$ cat config.mk
export PLATFORM = sky130hd
export DESIGN_NAME = sram_byte_write_controller_flat
export DESIGN_NICKNAME = d
export VERILOG_FILES = /design/src/rtl/sram_byte_write_controller_if.sv /design/src/rtl/sram_byte_write_controller.sv /design/src/flat_wrapper.sv
export SDC_FILE = /design/constraint.sdc
export NUM_CORES = 1
export LEC_CHECK = 0
export ABC_CLOCK_PERIOD_IN_PS = 2000
export BUFFER_PORTS_ARGS = -buffer_cell sky130_fd_sc_hd__buf_2
export CAP_MARGIN = 10
export CORE_MARGIN = 2
export CORE_UTILIZATION = 35
export CTS_CLUSTER_DIAMETER = 150
export CTS_CLUSTER_SIZE = 16
export DETAILED_ROUTE_END_ITERATION = 6
export GPL_TIMING_DRIVEN = 0
export PLACE_DENSITY = 0.72
export SYNTH_ARGS = -nofsm -noshare
export SYNTH_HDL_FRONTEND = slang
export SYNTH_SLANG_ARGS = --single-unit
export TNS_END_PERCENT = 10
$ cat constraint.sdc
create_clock -name sram_clock -period 2 [get_ports sram_clock]
set_input_delay 0.3 -clock sram_clock [delete_from_list [all_inputs] [get_ports sram_clock]]
set_output_delay 0.3 -clock sram_clock [all_outputs]
set_load 0.02 [all_outputs]
$ cat src/rtl/sram_byte_write_controller_if.sv
// Client request/response and SRAM macro signals for the byte-write controller.
// The controller takes the slave view; the environment takes the master view.
interface sram_byte_write_controller_if;
  localparam int unsigned ADDR_W = 11;
  localparam int unsigned DATA_W = 32;
  localparam int unsigned BE_W   = 4;

  logic              req_valid;
  logic              req_write;
  logic [ADDR_W-1:0] req_address;
  logic [BE_W-1:0]   req_byte_enables;
  logic [DATA_W-1:0] req_write_data;
  logic              req_ack;
  logic              resp_valid;
  logic [DATA_W-1:0] resp_data;
  logic              busy;
  logic              sram_read;
  logic              sram_write;
  logic [ADDR_W-1:0] sram_address;
  logic [DATA_W-1:0] sram_write_data;
  logic [DATA_W-1:0] sram_read_data;

  modport slave (
    input  req_valid, req_write, req_address, req_byte_enables, req_write_data,
    input  sram_read_data,
    output req_ack, resp_valid, resp_data, busy,
    output sram_read, sram_write, sram_address, sram_write_data
  );

  modport master (
    output req_valid, req_write, req_address, req_byte_enables, req_write_data,
    output sram_read_data,
    input  req_ack, resp_valid, resp_data, busy,
    input  sram_read, sram_write, sram_address, sram_write_data
  );
endinterface

$ cat src/rtl/sram_byte_write_controller.sv
// Single-outstanding read/byte-write controller for a 2048x32 SRAM without byte lanes.
// Partial-word writes become read-modify-write; an all-zero byte mask is acked and dropped.
module sram_byte_write_controller (
  input  logic                          sram_clock,
  input  logic                          sram_reset,
  sram_byte_write_controller_if.slave   bus
);
  localparam int unsigned ADDR_W = 11;
  localparam int unsigned DATA_W = 32;
  localparam int unsigned BE_W   = 4;

  typedef enum logic [2:0] {
    IDLE,
    READ,
    READ_DATA,
    RMW_READ,
    RMW_MERGE,
    WRITE
  } state_e;

  state_e            state_q;
  logic [ADDR_W-1:0] addr_q;
  logic [DATA_W-1:0] data_q;
  logic [BE_W-1:0]   be_q;
  logic              rd_q;
  logic              wr_q;
  logic              resp_q;
  logic              busy_q;

  // Strobes, response flag and busy are registered alongside the state transition.
  always_ff @(posedge sram_clock) begin
    if (sram_reset) begin
      state_q <= IDLE;
      addr_q  <= '0;
      data_q  <= '0;
      be_q    <= '0;
      rd_q    <= 1'b0;
      wr_q    <= 1'b0;
      resp_q  <= 1'b0;
      busy_q  <= 1'b0;
    end else begin
      rd_q   <= 1'b0;
      wr_q   <= 1'b0;
      resp_q <= 1'b0;
      unique case (state_q)
        IDLE: begin
          if (bus.req_valid) begin
            addr_q <= bus.req_address;
            data_q <= bus.req_write_data;
            be_q   <= bus.req_byte_enables;
            if (!bus.req_write) begin
              state_q <= READ;
              rd_q    <= 1'b1;
              busy_q  <= 1'b1;
            end else if (bus.req_byte_enables == 4'hF) begin
              state_q <= WRITE;
              wr_q    <= 1'b1;
              busy_q  <= 1'b1;
            end else if (bus.req_byte_enables != 4'h0) begin
              state_q <= RMW_READ;
              rd_q    <= 1'b1;
              busy_q  <= 1'b1;
            end
          end
        end
        READ: begin
          state_q <= READ_DATA;
          resp_q  <= 1'b1;
        end
        READ_DATA: begin
          state_q <= IDLE;
          busy_q  <= 1'b0;
        end
        RMW_READ: begin
          state_q <= RMW_MERGE;
        end
        RMW_MERGE: begin
          // Keep enabled client bytes, fill the rest from the old SRAM word.
          for (int n = 0; n < 4; n++) begin
            if (!be_q[n]) data_q[8*n +: 8] <= bus.sram_read_data[8*n +: 8];
          end
          state_q <= WRITE;
          wr_q    <= 1'b1;
        end
        WRITE: begin
          state_q <= IDLE;
          busy_q  <= 1'b0;
        end
        default: begin
          state_q <= IDLE;
          busy_q  <= 1'b0;
        end
      endcase
    end
  end

  assign bus.req_ack         = bus.req_valid & (state_q == IDLE);
  assign bus.resp_valid      = resp_q;
  assign bus.resp_data       = resp_q ? bus.sram_read_data : 32'h0;
  assign bus.busy            = busy_q;
  assign bus.sram_read       = rd_q;
  assign bus.sram_write      = wr_q;
  assign bus.sram_address    = addr_q;
  assign bus.sram_write_data = data_q;
endmodule

$ cat src/flat_wrapper.sv
// flat-port wrapper written by rule: the top's interface ports become plain ports
module sram_byte_write_controller_flat 
  (sram_clock, sram_reset, bus_req_valid, bus_req_write, bus_req_address, bus_req_byte_enables, bus_req_write_data, bus_sram_read_data, bus_req_ack, bus_resp_valid, bus_resp_data, bus_busy, bus_sram_read, bus_sram_write, bus_sram_address, bus_sram_write_data);
  sram_byte_write_controller_if bus_i ();
  input  logic sram_clock;
  input  logic sram_reset;
  input wire logic [$bits(bus_i.req_valid)-1:0] bus_req_valid;
  input wire logic [$bits(bus_i.req_write)-1:0] bus_req_write;
  input wire logic [$bits(bus_i.req_address)-1:0] bus_req_address;
  input wire logic [$bits(bus_i.req_byte_enables)-1:0] bus_req_byte_enables;
  input wire logic [$bits(bus_i.req_write_data)-1:0] bus_req_write_data;
  input wire logic [$bits(bus_i.sram_read_data)-1:0] bus_sram_read_data;
  output wire logic [$bits(bus_i.req_ack)-1:0] bus_req_ack;
  output wire logic [$bits(bus_i.resp_valid)-1:0] bus_resp_valid;
  output wire logic [$bits(bus_i.resp_data)-1:0] bus_resp_data;
  output wire logic [$bits(bus_i.busy)-1:0] bus_busy;
  output wire logic [$bits(bus_i.sram_read)-1:0] bus_sram_read;
  output wire logic [$bits(bus_i.sram_write)-1:0] bus_sram_write;
  output wire logic [$bits(bus_i.sram_address)-1:0] bus_sram_address;
  output wire logic [$bits(bus_i.sram_write_data)-1:0] bus_sram_write_data;
  assign bus_i.req_valid = bus_req_valid;
  assign bus_i.req_write = bus_req_write;
  assign bus_i.req_address = bus_req_address;
  assign bus_i.req_byte_enables = bus_req_byte_enables;
  assign bus_i.req_write_data = bus_req_write_data;
  assign bus_i.sram_read_data = bus_sram_read_data;
  assign bus_req_ack = bus_i.req_ack;
  assign bus_resp_valid = bus_i.resp_valid;
  assign bus_resp_data = bus_i.resp_data;
  assign bus_busy = bus_i.busy;
  assign bus_sram_read = bus_i.sram_read;
  assign bus_sram_write = bus_i.sram_write;
  assign bus_sram_address = bus_i.sram_address;
  assign bus_sram_write_data = bus_i.sram_write_data;
  sram_byte_write_controller u_core (.sram_clock(sram_clock), .sram_reset(sram_reset), .bus(bus_i));
endmodule
## Word-level counts from Yosys, hierarchy flattened

Index checks and enable logic that the tools add are counted.

- Equal/unequal tests: 10
- Bitwise logic cells: 4
- Mux-type cells: 25
- Reductions and logical operators: 12

Operators by type and width:

| operator | number |
|---|---|
| $mux W32 | 2 |
| $pmux W32 S2 | 1 |
| $mux W8 | 4 |
| $reduce_and A3 Y1 | 5 |
| $mux W3 | 4 |
| $pmux W3 S4 | 1 |
| $mux W1 | 11 |
| $ne A2 B2 Y1 const B | 5 |
| $reduce_or A3 Y1 | 2 |
| $eq A4 B4 Y1 const B | 1 |
| $ne A4 B2 Y1 const B | 1 |
| $pmux W1 S2 | 2 |
| $reduce_and A2 Y1 | 2 |
| $reduce_bool A4 Y1 | 1 |
| $eq A3 B1 Y1 const B | 1 |
| $eq A3 B2 Y1 const B | 1 |
| $eq A3 B3 Y1 const B | 1 |
| $logic_not A3 Y1 | 1 |
| $not A1 Y1 | 3 |
| $reduce_bool A2 Y1 | 1 |
| $and A1 B1 Y1 | 1 |

- Flip-flop bits (word level): 54

## Longest topological paths before layout

- Depth after elaboration: 6
- Mapped depth: 7
- Gate-level depth less buffers: 4

## Worst setup path before layout

Ideal clock, no wire load.

- Path type: register to output
- From: reg u_core.state_q[1]
- To: out bus_req_ack
- Path slack: 451 ps
- Path buffers: 3
- Data required time: 1700 ps
- Stages on the path, launching flop included: 6
- Arrival: 1249 ps
- Cells stage by stage: dfxtp_1 -> buf_6 -> or4b_4 -> buf_6 -> clkinv_8 -> buf_12

- Cells in the longest elaborated chain, start to end: 2

RTL lines:

| what | RTL line | text |
|---|---|---|
| from (decl) | sram_byte_write_controller.sv:21 | `state_e state_q;` |
| from (signal assigned) | sram_byte_write_controller.sv:33 | `state_q <= IDLE;` |
| from (signal assigned) | sram_byte_write_controller.sv:52 | `state_q <= READ;` |
| from (signal assigned) | sram_byte_write_controller.sv:56 | `state_q <= WRITE;` |
| $logic_not A3 Y1 | sram_byte_write_controller.sv:97 | `assign bus.req_ack = bus.req_valid & (state_q == IDLE);` |
| $and A1 B1 Y1 | sram_byte_write_controller.sv:97 |  |
| to (decl) | flat_wrapper.sv:13 | `output wire logic [$bits(bus_i.req_ack)-1:0] bus_req_ack;` |

No other way between the ends.

## Final worst setup path

Same ends and word-level chain as after synthesis.

==> flow_summary_export.csv <==
group,metric,value,unit
logic_synthesis,netlist_area,0.00245,sq mm
sta,setup_viol,0,
setup_path,ff2ff_setup_slack,0.29,ns
floorplanning,die_h,87.7,microns
floorplanning,io_pins,163,
power,peakVddDrop,314,uV
logic_synthesis,synth_xor_area_share,0,%
logic_synthesis,ys_types,30,
setup_path,cp-start-kind,"register",
placement,hpwl,5900,microns
final_layout,synthToLayoutAreaGrowth,41.5,%
logic_synthesis,synth-compound-area-share,27.1,%
routing,vias_per_cell,4.88,
floorplanning,initial_core_util,36.1,%
global_routing,grt_pass1_vias,2453,
routing,ant_nets,0,
setup_path,worst-endpoint-required,1.70,ns
logic_synthesis,synth_seq_area_share,44.1,%
global_routing,gr-total-overflow,0,
power,leakage,0.00171,uW
routing,drt_wl_total,7760,microns
setup_path,criticalPathCategory,"reg2out",
cts,cts_buffers,5,
logic_synthesis,yosys.cell_count.top_type,"dfxtp_1",
cts,clkLatencyLatePin,0.31,ns
worst_hold_path,hold_class,"in2reg",
logic_synthesis,synth_edf_count,0,
worst_hold_path,whs_path_depth,3,
setup_path,worstPathArrival,1.58,ns
setup_path,rr_startpoint,"u_core.state_q[1]$_SDFFE_PP0P_",
global_routing,grt_max_degree,17,
cts,clock-sinks,54,
global_routing,track_usage,19.6,%
cts,cts_buffer_depth,2,
setup_path,critPathMaxFanout,15,
run_status,status,"finished clean",
final_layout,final_nets,537,
logic_synthesis,synthSimpleGateAreaFrac,17.5,%
logic_synthesis,postSynthAreaPerCell,8.57,sq um
routing,drt_iter0_drc,81,
logic_synthesis,synthTopCellsByCount,"dfxtp_1, and2_1, inv_1",
routing,wl_per_cell,14.1,microns
floorplanning,die_width,87.7,microns
worst_hold_path,min_from,"bus_req_address[9]",
logic_synthesis,ys.warnings.count,0,
run,maxCapViolCount,0,
logic_synthesis,synth_top_cell_area_share,44.1,%
logic_synthesis,synthArstFlopShare,0,%
logic_synthesis,synthAdderAreaFrac,0,%
sta,fin_setup_tns,0,ns
sta,min_period_over_period,93.8,%
logic_synthesis,synth-main-ff-cell,"dfxtp_1",
cts,clkTransAtPathRegs,0.10,ns
setup_path,cpMostUsedCell,"buf_6",
routing,firstDrtPassIters,4,
final_layout,num_antenna_cells,0,
final_layout,layout-drive-gt1-share,41.3,%
sta,report.final.slew_viol_count,0,
floorplanning,coreArea,0.00679,sq mm
power,p_total,2580,uW
global_routing,grt_pass1_wl,11800,microns
setup_path,r2r_cells,4,
floorplanning,fp-row-count,30,
logic_synthesis,synthCells,286,
logic_synthesis,syn_nets,369,
setup_path,crit_slowest_cell,"or4b_4",
logic_synthesis,yosys.area.top_type,"dfxtp_1",
setup_path,crit_chain,"buf_6 > or4b_4 > clkinv_8 > buf_6",
sta,timing.hold.ws,0.216,ns
sta,fmax,533,MHz
sta,maxSlewHeadroom,61.9,%
worst_hold_path,holdPathEnd,"u_core.bus.sram_address[9]$_SDFFE_PP0P_",
cts,hold_buffers,0,
sta,finalCriticalPeriod,1.88,ns
sta,rsz0062_at_grt,"false",
setup_path,slowest_delay,0.59,ns
sta,fin_worst_skew,0.00859,ns
cts,root_buffer,"clkbuf_8",
routing,remaining_drc_errors,0,
power,powerDensity,742,mW/mm^2
setup_path,endpoint_kind,"output pin",
placement,io_buffers,161,
cts,htree_levels,2,
logic_synthesis,muxShareOfSynthArea,0,%
logic_synthesis,synth_top_family_by_area,"compound AO/OA/AOI/OAI gates",
floorplanning,die_area,0.00769,sq mm
sta,worst_slew_pin_slew,0.571,ns
cts,cts_tree,"yes",
sta,hold_viol_final,0,
logic_synthesis,synth.area.top_cells,"dfxtp_1, a221oi_1, and2_1",
setup_path,r2r-end,"u_core.bus.sram_write_data[6]$_SDFFE_PP0P_",
placement,gp_congestion,0.737,
global_routing,antenna_found_initial,0,
logic_synthesis,synth_seq_cells,54,
routing,vias,2691,
## registers in the layout, summed over array words and instances, names as in the netlist
signal and flops:
u_core.bus.sram_write 1, u_core.bus.busy 1, u_core.bus.sram_write_data 32, u_core.bus.resp_valid 1
u_core.bus.sram_read 1, u_core.be_q 4, u_core.bus.sram_address 11, u_core.state_q 3
## worst max-delay path: cells and delay by family, from the launching register on
family | cells | cell delay [ns]
buffers and inverters | 3 | 0.36
and+or+nand+nor | 1 | 0.59
DFF | 1 | 0.33
## layer usage
layer	global-route usage (%)	wire, microns
met4	5.03	74
met1	24.3	3350
met5	0	0
met2	34.5	3790
met3	4.24	549
## worst max-delay path by stage
stage	start	endpoint	slack, ns	cells past startpoint
after detailed placement	u_core.state_q[0]$_SDFFE_PP0P_	bus_req_ack	0.22	6
after global placement	u_core.state_q[0]$_SDFFE_PP0P_	u_core.bus.sram_write_data[14]$_SDFFE_PP0P_	0.20	4
final	u_core.state_q[1]$_SDFFE_PP0P_	bus_req_ack	0.12	4
after global routing	u_core.state_q[1]$_SDFFE_PP0P_	u_core.bus.sram_write_data[6]$_SDFFE_PP0P_	0.06	4
after CTS	u_core.state_q[1]$_SDFFE_PP0P_	bus_req_ack	0.02	5
after floorplan	u_core.state_q[1]$_SDFFE_PP0P_	bus_req_ack	0.45	5
## placed cells by master, fill, tap and decap left out, drive strengths merged, types with 2 or more instances in the layout
| master | Yosys | final |
|---|---|---|
| a211o | 4 | 4 |
| nand2 | 30 | 30 |
| and2 | 33 | 33 |
| clkinv | 1 | 2 |
| a21oi | 17 | 17 |
| o21ai | 3 | 3 |
| nor2 | 2 | 2 |
| inv | 33 | 33 |
| clkbuf | 12 | 17 |
| a221oi | 32 | 32 |
| buf | 13 | 175 |
| nand2b | 6 | 6 |
| or3 | 2 | 2 |
| dfxtp | 54 | 54 |
| a21boi | 2 | 2 |
| o22ai | 32 | 32 |
## cells by family (layout without fill, tap and decap cells)
logic type             after synthesis  in the layout
flip-flops                          54             54
AND/OR/NAND/NOR                     80             80
AO/OA/AOI/OAI                       93             93
buffers and inverters               59            228
## power by group
group / internal [uW] / switching, uW
logic: 276 / 427
clock network: 279 / 365
registers: 1180 / 50.6
## metrics by stage
step	util [%]	worst slack [ns]	cell area, sq um	cells
after floorplan	-	0.451	2450	286
after global placement	49.7	0.204	3380	543
after detailed placement	49.7	0.224	3380	543
after CTS	51.0	0.0151	3470	550
after global routing	51.0	0.0623	3470	551
final	51.0	0.125	3470	551
## repair_timing
| item | in CTS | in global routing |
|---|---|---|
| setup endpoints to repair | 1 | 1 |
| pin swaps | 1 | 1 |
| resized for setup | 1 | 3 |
| gates cloned | 0 | 0 |
| setup buffers | 1 | 2 |
## cell type report
cell class,count,area (sq um)
clock inverter,2,12.5
timing repair buffer,164,835
inverter,34,140
fill,692,3330
tap,96,120
clock buffer,6,82.6
multi-input combinational,173,1090
sequential,54,1080
buffer,22,101
No activity file was read; power rests on OpenSTA's default activity.
